--- config.mk ---
export PLATFORM = sky130hd
export DESIGN_NAME = fp32_adder
export DESIGN_NICKNAME = d
export VERILOG_FILES = /design/src/rtl/fp32_adder.sv
export SDC_FILE = /design/constraint.sdc
export NUM_CORES = 1
export LEC_CHECK = 0
export BUFFER_PORTS_ARGS = -buffer_cell sky130_fd_sc_hd__buf_2
export CORE_AREA = 2 2 155 271
export CTS_CLUSTER_DIAMETER = 80
export DETAILED_ROUTE_END_ITERATION = 10
export DIE_AREA = 0 0 157 273
export GPL_TIMING_DRIVEN = 0
export MAX_ROUTING_LAYER = met4
export PLACE_DENSITY_LB_ADDON = 0.15
export SYNTH_ARGS = -nofsm -noshare
export SYNTH_HDL_FRONTEND = slang
export SYNTH_SLANG_ARGS = --single-unit
export TNS_END_PERCENT = 20
--- constraint.sdc ---
create_clock -name clk -period 16.28 [get_ports clk]
set_clock_uncertainty 0.2 [all_clocks]
set_input_delay 0.814 -clock clk [delete_from_list [all_inputs] [get_ports clk]]
set_output_delay 0.814 -clock clk [all_outputs]
set_load 0.01 [all_outputs]
--- src/rtl/fp32_adder.sv ---
// Three-stage binary32 adder behind an operand register: unpack/align, add, normalize/round.
// Flush-to-zero on inputs and outputs, round-to-nearest-even, canonical quiet NaN.
module fp32_adder (
  input  logic        clk,
  input  logic        rst_n,
  input  logic        in_valid,
  input  logic [31:0] a,
  input  logic [31:0] b,
  output logic        out_valid,
  output logic [31:0] sum
);

  localparam logic [31:0] QNAN = 32'h7FC0_0000;

  typedef struct packed {
    logic        valid;
    logic        special;
    logic [31:0] spec_val;
    logic        sign;
    logic        sub;
    logic [7:0]  exp;
    logic [26:0] mx;
    logic [26:0] my;
  } s1_t;

  typedef struct packed {
    logic        valid;
    logic        special;
    logic [31:0] spec_val;
    logic        sign;
    logic [7:0]  exp;
    logic [27:0] mag;
  } s2_t;

  logic        in_v;
  logic [31:0] a_q, b_q;
  s1_t         s1_d, s1_q;
  s2_t         s2_d, s2_q;

  logic [7:0]  ea, eb, d;
  logic [22:0] fa, fb;
  logic        a_nan, b_nan, a_inf, b_inf, a_zero, b_zero;
  logic        swap, lost;
  logic [23:0] mx, my;
  logic [26:0] yfull, ysh;

  always_comb begin
    ea     = a_q[30:23];
    eb     = b_q[30:23];
    fa     = a_q[22:0];
    fb     = b_q[22:0];
    a_nan  = (ea == 8'hFF) && (fa != '0);
    b_nan  = (eb == 8'hFF) && (fb != '0);
    a_inf  = (ea == 8'hFF) && (fa == '0);
    b_inf  = (eb == 8'hFF) && (fb == '0);
    a_zero = (ea == 8'h00);
    b_zero = (eb == 8'h00);
    swap   = {eb, fb} > {ea, fa};
    mx     = swap ? {1'b1, fb} : {1'b1, fa};
    my     = swap ? {1'b1, fa} : {1'b1, fb};
    d      = swap ? (eb - ea) : (ea - eb);
    yfull  = {my, 3'b000};
    ysh    = yfull >> d;
    lost   = |(yfull & ~({27{1'b1}} << d));

    s1_d          = '0;
    s1_d.valid    = in_v;
    s1_d.sign     = swap ? b_q[31] : a_q[31];
    s1_d.sub      = a_q[31] ^ b_q[31];
    s1_d.exp      = swap ? eb : ea;
    s1_d.mx       = {mx, 3'b000};
    s1_d.my       = (d >= 8'd27) ? 27'd1
                                 : {ysh[26:1], ysh[0] | lost};
    s1_d.special  = 1'b1;
    // Priority order matters: NaN beats inf, inf beats zero.
    if (a_nan || b_nan)
      s1_d.spec_val = QNAN;
    else if (a_inf && b_inf)
      s1_d.spec_val = s1_d.sub ? QNAN : a_q;
    else if (a_inf)
      s1_d.spec_val = a_q;
    else if (b_inf)
      s1_d.spec_val = b_q;
    else if (a_zero && b_zero)
      s1_d.spec_val = {a_q[31] & b_q[31], 31'h0};
    else if (b_zero)
      s1_d.spec_val = a_q;
    else if (a_zero)
      s1_d.spec_val = b_q;
    else
      s1_d.special  = 1'b0;
  end

  always_comb begin
    s2_d          = '0;
    s2_d.valid    = s1_q.valid;
    s2_d.special  = s1_q.special;
    s2_d.spec_val = s1_q.spec_val;
    s2_d.sign     = s1_q.sign;
    s2_d.exp      = s1_q.exp;
    s2_d.mag      = s1_q.sub ? ({1'b0, s1_q.mx} - {1'b0, s1_q.my})
                             : ({1'b0, s1_q.mx} + {1'b0, s1_q.my});
  end

  logic [4:0]        lz;
  logic              found;
  logic [26:0]       m27;
  logic signed [9:0] e;
  logic [23:0]       mant;
  logic              g, rs, up;
  logic [24:0]       mr;
  logic [22:0]       frac;
  logic [31:0]       res;

  always_comb begin
    lz    = '0;
    found = 1'b0;
    for (int i = 26; i >= 0; i--) begin
      if (!found && s2_q.mag[i]) begin
        lz    = 5'(26 - i);
        found = 1'b1;
      end
    end

    if (s2_q.mag[27]) begin
      m27 = {s2_q.mag[27:2], s2_q.mag[1] | s2_q.mag[0]};
      e   = $signed({2'b00, s2_q.exp}) + 10'sd1;
    end else begin
      m27 = s2_q.mag[26:0] << lz;
      e   = $signed({2'b00, s2_q.exp}) - $signed({5'b0, lz});
    end

    mant = m27[26:3];
    g    = m27[2];
    rs   = |m27[1:0];
    up   = g & (rs | mant[0]);
    mr   = {1'b0, mant} + {24'b0, up};
    if (mr[24]) e = e + 10'sd1;
    frac = mr[24] ? mr[23:1] : mr[22:0];

    if (s2_q.special)
      res = s2_q.spec_val;
    else if (s2_q.mag == '0)
      res = 32'h0;
    else if (e >= 10'sd255)
      res = {s2_q.sign, 8'hFF, 23'h0};
    else if (e <= 10'sd0)
      res = {s2_q.sign, 31'h0};
    else
      res = {s2_q.sign, e[7:0], frac};
  end

  always_ff @(posedge clk) begin
    if (!rst_n) begin
      in_v      <= 1'b0;
      a_q       <= '0;
      b_q       <= '0;
      s1_q      <= '0;
      s2_q      <= '0;
      out_valid <= 1'b0;
      sum       <= '0;
    end else begin
      in_v <= in_valid;
      if (in_valid) begin
        a_q <= a;
        b_q <= b;
      end
      s1_q      <= s1_d;
      s2_q      <= s2_d;
      out_valid <= s2_q.valid;
      if (s2_q.valid) sum <= res;
    end
  end

endmodule

## Yosys cells after proc, flatten, opt, wreduce, memory -nomap -nowiden

Cells that the tools add are included.

- Register bits: 267
- Logic and storage cells: 200

- Muxes and demuxes: 82
- Equal/unequal tests: 2
- Reduce and logical (&&, ||, !) cells: 70
- Shift-type cells: 3
- Add/sub/neg operators: 8
- Magnitude comparators: 4
- Bitwise gates (word level): 9

Operator list:

| operator | number |
|---|---|
| 32-bit two-way mux | 10 |
| 5-bit two-way mux | 25 |
| 23-bit two-way mux | 3 |
| 31-bit two-way mux | 2 |
| 27-bit two-way mux | 2 |
| 23-bit zero test | 2 |
| 23-bit nonzero test | 2 |
| 1-bit two-way mux | 35 |
| 1-bit logical AND | 32 |
| 31-bit greater-than comparator | 1 |
| 27-bit by 27-bit adder with 28-bit output | 1 |
| 28-bit zero test | 1 |
| 28-bit two-way mux | 1 |
| 27-bit by 27-bit subtractor with 28-bit output | 1 |
| 27-bit bitwise AND | 1 |
| 27-bit inverter | 1 |
| 27-bit OR reduction | 1 |
| 27-bit by 5-bit left shift with 27-bit output | 1 |
| 27-bit by 8-bit left shift with 27-bit output (first input constant) | 1 |
| 27-bit by 8-bit right shift with 27-bit output | 1 |
| 1-bit zero test | 26 |
| 24-bit by 1-bit adder with 25-bit output | 1 |
| 10-bit two-way mux | 2 |
| 8-bit equality test (second input constant) | 2 |
| other kinds (15) | 23 |

## Longest topological paths before layout

- Word-level depth: 91
- Mapped depth: 25
- Depth with buffers taken out: 21

## Least setup slack after synthesis

Ideal clock, no wire load.

- Path kind: register -> register
- Start point: reg s2_q[25] (netlist bit)
- End point: reg sum[10]
- Arrival: 5165 ps
- Path slack: 10792 ps
- Cell stages (with the launch flop): 26
- Library setup time: 122 ps
- Cell sequence: dfxtp_1 > or4_1 > buf_2 > or4_4 > a31o_1 > and4_4 > buf_6 > clkinv_4 > buf_4 > ha_1 > fa_1 > nor2b_1 > o21ai_0 > nand2b_1 > a2111o_1 > nand2_1 > xor2_1 > nand4_1 > xnor2_1 > a21oi_1 > a2111o_1 > nand3_1 > mux2i_1 > nand3_1 > buf_2 > o21ai_1

- Word-level cells in the longest chain between the ends: 89

RTL lines:

| item | RTL line | RTL |
|---|---|---|
| start: declaration | 38 | `s2_t s2_d, s2_q;` |
| start signal: assignment | 159 | `s2_q <= '0;` |
| start signal: assignment | 169 | `s2_q <= s2_d;` |
| 1-bit logical AND | 119 | `if (!found && s2_q.mag[i]) begin` |
| 1-bit two-way mux | 119 |  |
| 1-bit zero test | 119 |  |
| 1-bit logical AND | 119 |  |
| 1-bit two-way mux | 119 |  |
| 1-bit zero test | 119 |  |
| 1-bit logical AND | 119 |  |
| 1-bit two-way mux | 119 |  |
| [73 not listed] | - |  |
| 1-bit bitwise AND | 136 | `up = g & (rs \| mant[0]);` |
| 24-bit by 1-bit adder with 25-bit output | 137 | `mr = {1'b0, mant} + {24'b0, up};` |
| 10-bit two-way mux | 138 | `if (mr[24]) e = e + 10'sd1;` |
| 10-bit by 1-bit less-or-equal comparator with 1-bit output | 147 | `else if (e <= 10'sd0)` |
| 31-bit two-way mux | 147 |  |
| 31-bit two-way mux | 145 | `else if (e >= 10'sd255)` |
| 32-bit two-way mux (*) | 143 | `else if (s2_q.mag == '0)` |
| 32-bit two-way mux (*) | 141 | `if (s2_q.special)` |
| end signal: assignment | 171 | `if (s2_q.valid) sum <= res;` |
| end: declaration | 10 | `output logic [31:0] sum` |

Mark *: on every way between the ends. The rest lies on a longest branch, timed or not.
A chain may end at the register's enable or synchronous reset.

## Worst setup path in the final report

- Start point: reg s2_q[25] (netlist bit)
- End point: reg sum[2]

The elaborated chain is that of the path after synthesis.

==> impl_metrics.ini <==
[timing]
min_period_ns = 7.39
setup_violations = 0
tightest_slew_ns = 1.35
finalCritPeriodShare = 0.454
drv_slew = 0
max-slew-margin-rel = 0.0925
tns_ns = 0
hold_violations = 0
clock.fmax_mhz = 135
rsz0062_at_grt = no

[placement]
io_buffers = 98
dp_cells = 2901
post-dp-hpwl_um = 63400
gp_congestion = 1.10

[power]
p_per_area_nw_per_um2 = 129
power_leakage_uw = 0.00814
ir_drop_v = 0.0000987

[clock_tree]
clk_path_buf_depth = 3
cts-htree-levels = 1
cts_root_buffer = clkbuf_16
cts_resized = 0
cts_tree = built
clkSlewWorstSetupHoldPaths_ns = 0.07
ctsHoldBuffers = 0
numClockSinks = 264
clock_latency_ns = 0.56
cts_setup_buffers = 0
numCtsBuffers = 26

[final_layout]
fin_nets = 2547
syn_to_final_growth_pct = 11.4
final-instance-count-excl-fill = 2953
fillCellCount = 4049
final_layout_size_suffix_gt1_frac = 0.0946

[detailed_routing]
vias_per_cell = 6.31
ant_nets = 0
drtIter0Drc = 1336
drt_wl_total_um = 81400
drc = 0
drtPass1Iterations = 6
wire_per_inst_um = 27.6
dr_total_vias = 18600

[critical_path]
critical_path_cell_count = 16
crit_type = reg -> reg
cp.arrival_ns = 7.69
cp.required_ns = 16.58
rrSetupSlack_ns = 8.89
timing.rr.end = sum[2]$_SDFFE_PN0P_
r2r-start = s2_q[25]$_SDFF_PN0_
slowest_stage = nor4_4
cp-end-kind = register
reg2reg_depth = 16
start_kind = register
crit_end = sum[2]$_SDFFE_PN0P_
cpPeakStageDelay_ns = 0.77
cp_num_buf_inv = 3
crit_path_start = s2_q[25]$_SDFF_PN0_
crit_fanout = 10
cpLargestDelayFamily = simple AND/OR/NAND/NOR gates
path_cells = or4_1 > buf_2 > nor4_4 > o311ai_1 > nand2_1 > inv_2 > buf_1 > mux2i_1 > o22ai_1 > nor3_2 > nand4_1 > nor4_1 > nand2_1 > nor4_4 > a31oi_1 > o21ai_1

[synth]
yosysTopAreaCell = dfxtp_1
synth_xor_area_frac = 0.0276
post_synth_and_or_nand_nor_area_fraction = 0.224
netlist_top_cells_area = dfxtp_1 29%, mux2i_1 7.6%, ha_1 6.7%
yosys.area.top_type_share = 0.292
synth_top_family_by_area = simple AND/OR/NAND/NOR gates
ys_async_sr_fraction = 0
ys_ff_latch = 264
ys_types = 97
synth_fp_nets = 2421
synth_edf_count = 0
synthMuxAreaShare = 0.110
ys_warn_count = 0
synthAdderAreaFrac = 0.0715
syn_avg_cell_area_um2 = 8.03
synth-compound-area-share = 0.219
syn_area_um2 = 18100
netlist_instances = 2253
yosysSeqAreaShare = 0.292
synth.most_common_cell = dfxtp_1
synth_common_cells = 264 x dfxtp_1, 251 x nor2_1, 218 x nand2_1, 147 x a21oi_1, 138 x mux2i_1
ys.flop_type = dfxtp_1

[global_route]
grt_max_degree = 16
grt-ovfl-total = 0
track_usage = 0.387
antenna_found_initial = 3
grt_pass1_vias = 18400
grt_pass1_wl_um = 118000

[die]
die_area_um2 = 42900
die_x_um = 157
core_area_um2 = 40600
rows = 98
io_pins = 100
initial_core_util = 0.446
dieHeight_um = 273

[run]
max_cap_viol_count = 0

[outcome]
status = complete, no violations

[min_path]
hold_class = reg -> reg
placed cells by master, fill, tap and decap left out, types with 50 or more instances in the layout:
master / instances
buf_2: 108
nor2_1: 251
nand2_1: 218
nor3_1: 65
dfxtp_1: 264
nand3_1: 50
inv_1: 109
ha_1: 97
o21ai_0: 70
a21oi_1: 147
and2_1: 62
clkbuf_1: 103
mux2i_1: 138
cell families after synthesis:
kind of cell               count (synthesis)
and+or+nand+nor                          834
xor gates and xnor gates                  57
DFF                                      264
muxes                                    168
buffers and inverters                    250
AOI/OAI and AO/OA                        579
adders and majority gates                101
report_power, final:
part / internal, µW / switching, µW / leakage [µW]
Combinational: 391 / 850 / 0.00557
Clock: 344 / 272 / 0.000420
Sequential: 676 / 57.7 / 0.00215
per-stage QoR:
step / instance area [µm²] / utilization / hold WS (ns) / setup WS [ns] / power [µW]
after floorplan: 18100 / - / 0.212 / 10.79 / 1500
after global placement: 19300 / 0.475 / 0.215 / 9.15 / 1910
after detailed placement: 19300 / 0.475 / 0.217 / 9.22 / 1910
after CTS: 20100 / 0.496 / 0.228 / 9.19 / 2520
after global routing: 20100 / 0.496 / 0.239 / 8.55 / 2680
final: 20100 / 0.496 / 0.223 / 8.89 / 2590
worst min path at each step:
| stage | from | endpoint | slack, ns | depth (start not counted) |
|---|---|---|---|---|
| 6_report | s1_q[65]$_SDFF_PP0_ | s2_q[38]$_SDFF_PN0_ | 0.22 | 1 |
| 4_1_cts | s1_q[65]$_SDFF_PP0_ | s2_q[38]$_SDFF_PN0_ | 0.23 | 1 |
| 5_1_grt | s1_q[75]$_SDFF_PP0_ | s2_q[48]$_SDFF_PN0_ | 0.24 | 1 |
| 3_5_place_dp | s1_q[88]$_SDFF_PN0_ | s2_q[61]$_SDFF_PN0_ | 0.22 | 1 |
| 3_3_place_gp | in_v$_SDFF_PN0_ | s1_q[97]$_SDFF_PN0_ | 0.21 | 1 |
| 2_1_floorplan | in_v$_SDFF_PN0_ | s1_q[97]$_SDFF_PN0_ | 0.21 | 1 |
final cells by class:
cell class,count,area [µm²],area share
inverter,114,433,0.0215
antenna,4,10.0,0.000497
clock inverter,15,163,0.00808
multi-input combinational,1739,11800,0.586
clock buffer,33,707,0.0351
timing repair buffer,98,490,0.0244
buffer,136,563,0.0280
tap,550,688,0.0342
sequential,264,5290,0.262
registers in the layout, summed over array words and instances (netlist names):
name	flops
sum	32
b_q	32
in_v	1
a_q	32
s1_q	95
out_valid	1
s2_q	71
layer usage:
metal	share of wire	GRT usage	vias to the layer above
li1	-	-	8457
met1	0.32	0.350	8792
met2	0.50	0.673	950
met3	0.066	0.0729	442
met4	0.12	0.355	0
met5	0	-	-
No activity file was read; power rests on OpenSTA's default activity.
